<file path="config.mk">
export PLATFORM = sky130hd
export DESIGN_NAME = dff_equiv_check_ctrl
export DESIGN_NICKNAME = d
export VERILOG_FILES = /design/src/rtl/dff_equiv_check_ctrl.sv
export SDC_FILE = /design/constraint.sdc
export NUM_CORES = 1
export LEC_CHECK = 0
export ABC_AREA = 1
export CAP_MARGIN = 20
export CORE_UTILIZATION = 59
export CTS_CLUSTER_SIZE = 30
export DETAILED_ROUTE_END_ITERATION = 8
export GPL_TIMING_DRIVEN = 0
export MAX_ROUTING_LAYER = met4
export PLACE_DENSITY_LB_ADDON = 0.3
export SYNTH_ARGS = -nofsm -noshare
export SYNTH_HDL_FRONTEND = slang
export SYNTH_SLANG_ARGS = --single-unit
</file>
<file path="constraint.sdc">
create_clock -name clk -period 2.6 [get_ports clk]
set_clock_uncertainty 0.15 [all_clocks]
set_input_delay 0.52 -clock clk [delete_from_list [all_inputs] [get_ports clk]]
set_output_delay 0.52 -clock clk [all_outputs]
set_load 0.03 [all_outputs]
</file>
<file path="src/rtl/dff_equiv_check_ctrl.sv">
// Self-check sequencer for the three D flip-flop implementations (SR, JK, T).
// It resets the datapath, checks that all three outputs clear, then drives
// an LFSR-generated D stream and compares every Q output against the
// driven D bit. Results: pass flag, saturating error count, sticky
// per-implementation failure mask and the index of the first failing vector.
//
// Handshake: 'start' is a level sampled only in IDLE. 'busy' covers the
// whole run. 'done' pulses for one cycle when the run ends. 'pass',
// 'err_count', 'fail_mask' and 'first_fail' are valid from 'done' and are
// held until the next accepted 'start'.
//
// All outputs are registered. Each output register loads the value that
// belongs to the state being entered, so registered outputs line up with
// the state register.
module dff_equiv_check_ctrl #(
    parameter int          NUM_VECTORS = 16,
    parameter int          SETTLE      = 1,
    parameter int          RST_CYCLES  = 2,
    parameter logic [7:0]  SEED        = 8'hA5
) (
    input  logic       clk,
    input  logic       rst,
    input  logic       start,
    output logic       dut_rst,
    output logic       dut_d,
    input  logic       q_sr,
    input  logic       q_jk,
    input  logic       q_t,
    output logic       busy,
    output logic       done,
    output logic       pass,
    output logic [7:0] err_count,
    output logic [2:0] fail_mask,
    output logic [7:0] first_fail,
    output logic [2:0] dbg_state
);

    typedef enum logic [2:0] {
        S_IDLE   = 3'd0,
        S_RST    = 3'd1,
        S_CHKRST = 3'd2,
        S_DRIVE  = 3'd3,
        S_SAMPLE = 3'd4,
        S_DONE   = 3'd5
    } state_t;

    localparam logic [7:0] FF_NONE  = 8'hFF;
    localparam logic [7:0] FF_RESET = 8'hFE;
    localparam logic [7:0] LAST_IDX = 8'(NUM_VECTORS - 1);
    localparam logic [3:0] RST_LAST = 4'(RST_CYCLES - 1);
    localparam logic [3:0] SET_LAST = 4'(SETTLE);

    state_t     state_q;
    state_t     next_state;
    logic [3:0] wait_q;
    logic [7:0] lfsr_q;
    logic [7:0] idx_q;

    logic [7:0] lfsr_nx;
    logic [7:0] idx_nx;
    logic [7:0] err_nx;
    logic [2:0] mask_nx;
    logic [7:0] first_nx;
    logic       pass_nx;
    logic       dut_rst_nx;
    logic       dut_d_nx;
    logic       busy_nx;
    logic       done_nx;
    logic [2:0] miss;
    logic [7:0] err_inc;

    assign dbg_state = state_q;

    // State register plus a dwell counter that restarts on every state change.
    always_ff @(posedge clk) begin
        if (!rst) begin
            state_q <= S_IDLE;
            wait_q  <= 4'd0;
        end else begin
            state_q <= next_state;
            wait_q  <= (next_state != state_q) ? 4'd0 : wait_q + 4'd1;
        end
    end

    // Next-state logic: reset hold, reset check, drive/sample per vector.
    always_comb begin
        next_state = state_q;
        case (state_q)
            S_IDLE:   if (start) next_state = S_RST;
            S_RST:    if (wait_q == RST_LAST) next_state = S_CHKRST;
            S_CHKRST: next_state = S_DRIVE;
            S_DRIVE:  if (wait_q == SET_LAST) next_state = S_SAMPLE;
            S_SAMPLE: next_state = (idx_q == LAST_IDX) ? S_DONE : S_DRIVE;
            S_DONE:   next_state = S_IDLE;
            default:  next_state = S_IDLE;
        endcase
    end

    // Next values of the result registers and of all registered outputs.
    always_comb begin
        lfsr_nx  = lfsr_q;
        idx_nx   = idx_q;
        err_nx   = err_count;
        mask_nx  = fail_mask;
        first_nx = first_fail;
        pass_nx  = pass;
        miss     = 3'b000;
        err_inc  = (err_count == 8'hFF) ? err_count : err_count + 8'd1;

        case (state_q)
            S_IDLE: begin
                if (start) begin
                    lfsr_nx  = SEED;
                    idx_nx   = 8'd0;
                    err_nx   = 8'd0;
                    mask_nx  = 3'b000;
                    first_nx = FF_NONE;
                    pass_nx  = 1'b0;
                end
            end
            S_CHKRST: begin
                miss = {q_t, q_jk, q_sr};
                if (|miss) begin
                    mask_nx  = fail_mask | miss;
                    err_nx   = err_inc;
                    first_nx = FF_RESET;
                end
            end
            S_SAMPLE: begin
                miss = {q_t, q_jk, q_sr} ^ {3{dut_d}};
                if (|miss) begin
                    mask_nx = fail_mask | miss;
                    err_nx  = err_inc;
                    if (first_fail == FF_NONE) first_nx = idx_q;
                end
                lfsr_nx = {lfsr_q[6:0], lfsr_q[7] ^ lfsr_q[5] ^ lfsr_q[4] ^ lfsr_q[3]};
                idx_nx  = idx_q + 8'd1;
            end
            default: ;
        endcase

        if (next_state == S_DONE) pass_nx = (err_nx == 8'd0) && (mask_nx == 3'b000);

        dut_rst_nx = (next_state == S_IDLE) || (next_state == S_RST) || (next_state == S_DONE);
        dut_d_nx   = ((next_state == S_DRIVE) || (next_state == S_SAMPLE)) ? lfsr_nx[0] : 1'b0;
        busy_nx    = (next_state != S_IDLE) && (next_state != S_DONE);
        done_nx    = (next_state == S_DONE);
    end

    // Output and result registers.
    always_ff @(posedge clk) begin
        if (!rst) begin
            lfsr_q     <= SEED;
            idx_q      <= 8'd0;
            err_count  <= 8'd0;
            fail_mask  <= 3'b000;
            first_fail <= FF_NONE;
            pass       <= 1'b0;
            dut_rst    <= 1'b1;
            dut_d      <= 1'b0;
            busy       <= 1'b0;
            done       <= 1'b0;
        end else begin
            lfsr_q     <= lfsr_nx;
            idx_q      <= idx_nx;
            err_count  <= err_nx;
            fail_mask  <= mask_nx;
            first_fail <= first_nx;
            pass       <= pass_nx;
            dut_rst    <= dut_rst_nx;
            dut_d      <= dut_d_nx;
            busy       <= busy_nx;
            done       <= done_nx;
        end
    end

endmodule
</file>
==> summary.md <==
| Metric | Value |
|---|---|
| Status | complete, no violations |
| Post-Syn Area | between 0.002 and 0.003 mm² |
| Initial antenna violation count | 0 |
| Worst-path cell chain | clkdlybuf4s50_1 -> nor3_4 -> inv_1 -> o211ai_1 -> nand3_1 -> nor2_1 -> nand2_1 -> nor2_1 -> nand2_1 -> nand2_1 |
| Largest net degree at the start of global routing | 15 |
| Most used routing layer | met2 |
| CP Launch Type | input port |
| Hold_buf cts | 0 |
| Portion of the post-synthesis area used by sequential elements | 0.363 |
| Starting Density | 0.630 |
| Post-DRT Antenna Nets | 0 |
| Hold WC Path Type | register to register |
| Achievable Freq | approximately 440 MHz |
| Drt total wl | between 6 and 7 mm |
| PwrDens | around 530 mW/mm² |
| Unrepaired setup endpoints after global routing | false |
| Peak VDD IR | 0.411 mV |
| Post-DP HPWL | between 4 and 5 mm |
| Drt pass-1 iters | 5 |
| CP max-delay cell | clkdlybuf4s50_1 |
| CTS H-tree lvls | 2 |
| CP Buf/Inv Count | 2 |
| Total number of vias | between 2,000 and 3,000 |
| Final Cell Area | between 0.003 and 0.004 mm² |
| Clk root buf | clkbuf_8 |
| Critical Path AT | approximately 2.4 ns |
| Required time worst endpoint | ~2.7 ns |
| DR vias/cell | between 5 and 6 |
| Register Area | approximately 940 µm² |
| Yosys warns | 0 |
| Setup violations, final | 0 |
| CTS Buf Count | 5 |
| Die Footprint | between 0.004 and 0.005 mm² |
| GP Congestion | 0.905 |
| Met1 Use GR | 0.336 |
| Post-layout minimum cycle time | 2.29 ns |
| Number of global-route vias before repair | 2,364 |
| Worst-Skew Late Latency | between 0.3 and 0.4 ns |
| DRC | 0 |
| Post-Synthesis Cells | between 300 and 400 |
| Number of clock sinks | 47 |
| Layout cells sized above 1 | 0.0924 |
| GR Util met2 | 0.509 |
| Clock-pin slew of the registers on the worst-case setup and hold paths | 0.09 ns |
| Post-CTS Resized | 0 |
| CTS tree | done |
| Max Cap Violations | 0 |
| Crit share post-route | 0.881 |
| Setup TNS | 0 ns |
| Final Hold Slack | roughly 0.32 ns |
| Avg Cell Area, Syn | 6.79 µm² |
| Remaining global-route overflow | 0 |
| Io pins | 33 |
| Count of state elements after synthesis | 47 |
| Pleak | around 0.0013 µW |
| Slowest stage delay, CP | around 0.52 ns |
| Relative slew slack | 0.631 |
| Met3 Track Usage GR | 0.0683 |
| Count of different cell masters after synthesis | 38 |
| Footprint of the multi-input gates | ~0.0014 mm² |
| CP top delay family | simple AND/OR/NAND/NOR gates |
| Tot GR Track Use | 0.301 |
| Most used cell, CP | nand2_1 |
| Post-CTS Setup Inserts | 0 |
| Post-Syn Nets | slightly below 400 |
| CP Max Fanout | 8 |
| Row cnt | 23 |
| Final net count | 431 |
| Initial DRC count | 220 |
| First-pass GRT wire length | about 10 mm |
| Number of fillers in the final layout | roughly 360 |
| Die W | 68.3 µm |
| Crit Path Class | input port to register |
| Pins Over Slew Limit | 0 |
| Area after DPL | around 0.0030 mm² |
| Core ar. | between 0.004 and 0.005 mm² |
| Final Hold Vio Count | 0 |
| Least-Margin Pin Slew | between 0.5 and 0.6 ns |
| Die Span Y | 68.3 µm |
| Antenna Cells | 0 |
| Avg WL per Cell | ~14 µm |
| Clock Tree Buf Depth | 2 |
| Port Buffers | 32 |
| Crit end category | register |
| P&R area growth vs syn | 18.1% |
## worst register-to-register path, stage by stage (launching register included)
cell     delay, ns
dfxtp_1       0.43
ha_1          0.24
nand2_1       0.12
nor2_2        0.18
nand2_2       0.17
nand2_1       0.10
nand2_1       0.06
nand2_1       0.06
nand3_1       0.09
nand3_1       0.10
nor2_1        0.05
nand2_1       0.05
nor2_1        0.04
nand2_1       0.06
nand2_1       0.05
## state kept, by name, summed over array words and instances (netlist names)
name and count:
fail_mask 3, err_count 8, dbg_state 3, dut_d 1, idx_q 8, wait_q 4, dut_rst 1, pass 1
done 1, first_fail 8, lfsr_q 8, busy 1
## power breakdown
group | internal (µW) | total (µW) | switching (µW) | leakage, µW
logic | 137 | 372 | 235 | 0.000887
registers | 759 | 794 | 35.6 | 0.000382
clock network | 188 | 441 | 253 | 0.0000412
## placed cells by master (no fill, tap or decap), types with 9 or more instances in the layout
| cell | Yosys | layout |
|---|---|---|
| nor2_1 | 30 | 30 |
| nand4_1 | 9 | 9 |
| inv_1 | 38 | 38 |
| nand2_2 | 10 | 10 |
| a21oi_1 | 23 | 23 |
| dfxtp_1 | 47 | 47 |
| o21ai_0 | 9 | 9 |
| nand3_1 | 40 | 40 |
| clkdlybuf4s50_1 | 0 | 32 |
| nand2_1 | 106 | 106 |
## layer usage
metal	wire, µm	up-vias
li1	-	1337
met1	2830	1240
met2	3050	108
met3	408	19
met4	157	0
met5	0	-
## logic make-up after synthesis
logic type	synth area share
flip-flops	0.363
adder cells (fa/ha/maj)	0.0193
AND/OR/NAND/NOR	0.369
XOR/XNOR	0.0203
AO/OA/AOI/OAI	0.140
buffers and inverters	0.0888
## worst paths after layout
check / to / start / cells past startpoint / slack, ns
worst min register to register: lfsr_q[6] / lfsr_q[6] / 2 / 0.32
worst min-delay path: lfsr_q[6] / lfsr_q[6] / 2 / 0.32
worst max-delay path: pass / q_sr / 10 / 0.31
worst max register to register: pass / err_count[0] / 14 / 0.55
## Yosys cell counts, drive strengths merged
library cell	number	area, µm²
a211oi	3	22.5
a21oi	23	115
a221o	3	30.0
a221oi	1	8.76
a31oi	4	25.0
buf	5	42.5
clkbuf	5	18.8
clkinv	1	3.75
dfxtp	47	941
ha	4	50.1
inv	44	165
nand2	116	460
nand3	42	220
nand3b	2	27.5
nand4	9	56.3
nor2	34	143
nor3	5	36.3
nor4	1	6.26
o211a	1	10.0
o211ai	2	15.0
o21a	1	7.51
o21ai	20	111
o221ai	1	8.76
o311ai	1	8.76
or2	1	6.26
xnor2	4	35.0
xor2	2	17.5
## stage by stage
step                      utilization  std cells  total power, µW  setup WS, ns
after floorplan                     -        382             1050         0.633
after global placement          0.723        464             1170        0.0537
after detailed placement        0.723        464             1180        0.0229
after CTS                       0.744        472             1610         0.337
after global routing            0.744        472             1670         0.155
final                           0.744        472             1610         0.310
## cell type report
cell class / instances / area share
Clock buffer: 6 / 0.0237
Buffer: 10 / 0.0200
Timing Repair Buffer: 32 / 0.105
Multi-Input combinational cell: 280 / 0.464
Inverter: 45 / 0.0552
Clock inverter: 2 / 0.00409
Sequential cell: 47 / 0.307
Tap cell: 50 / 0.0204
Power figures use the tool's default switching activity.
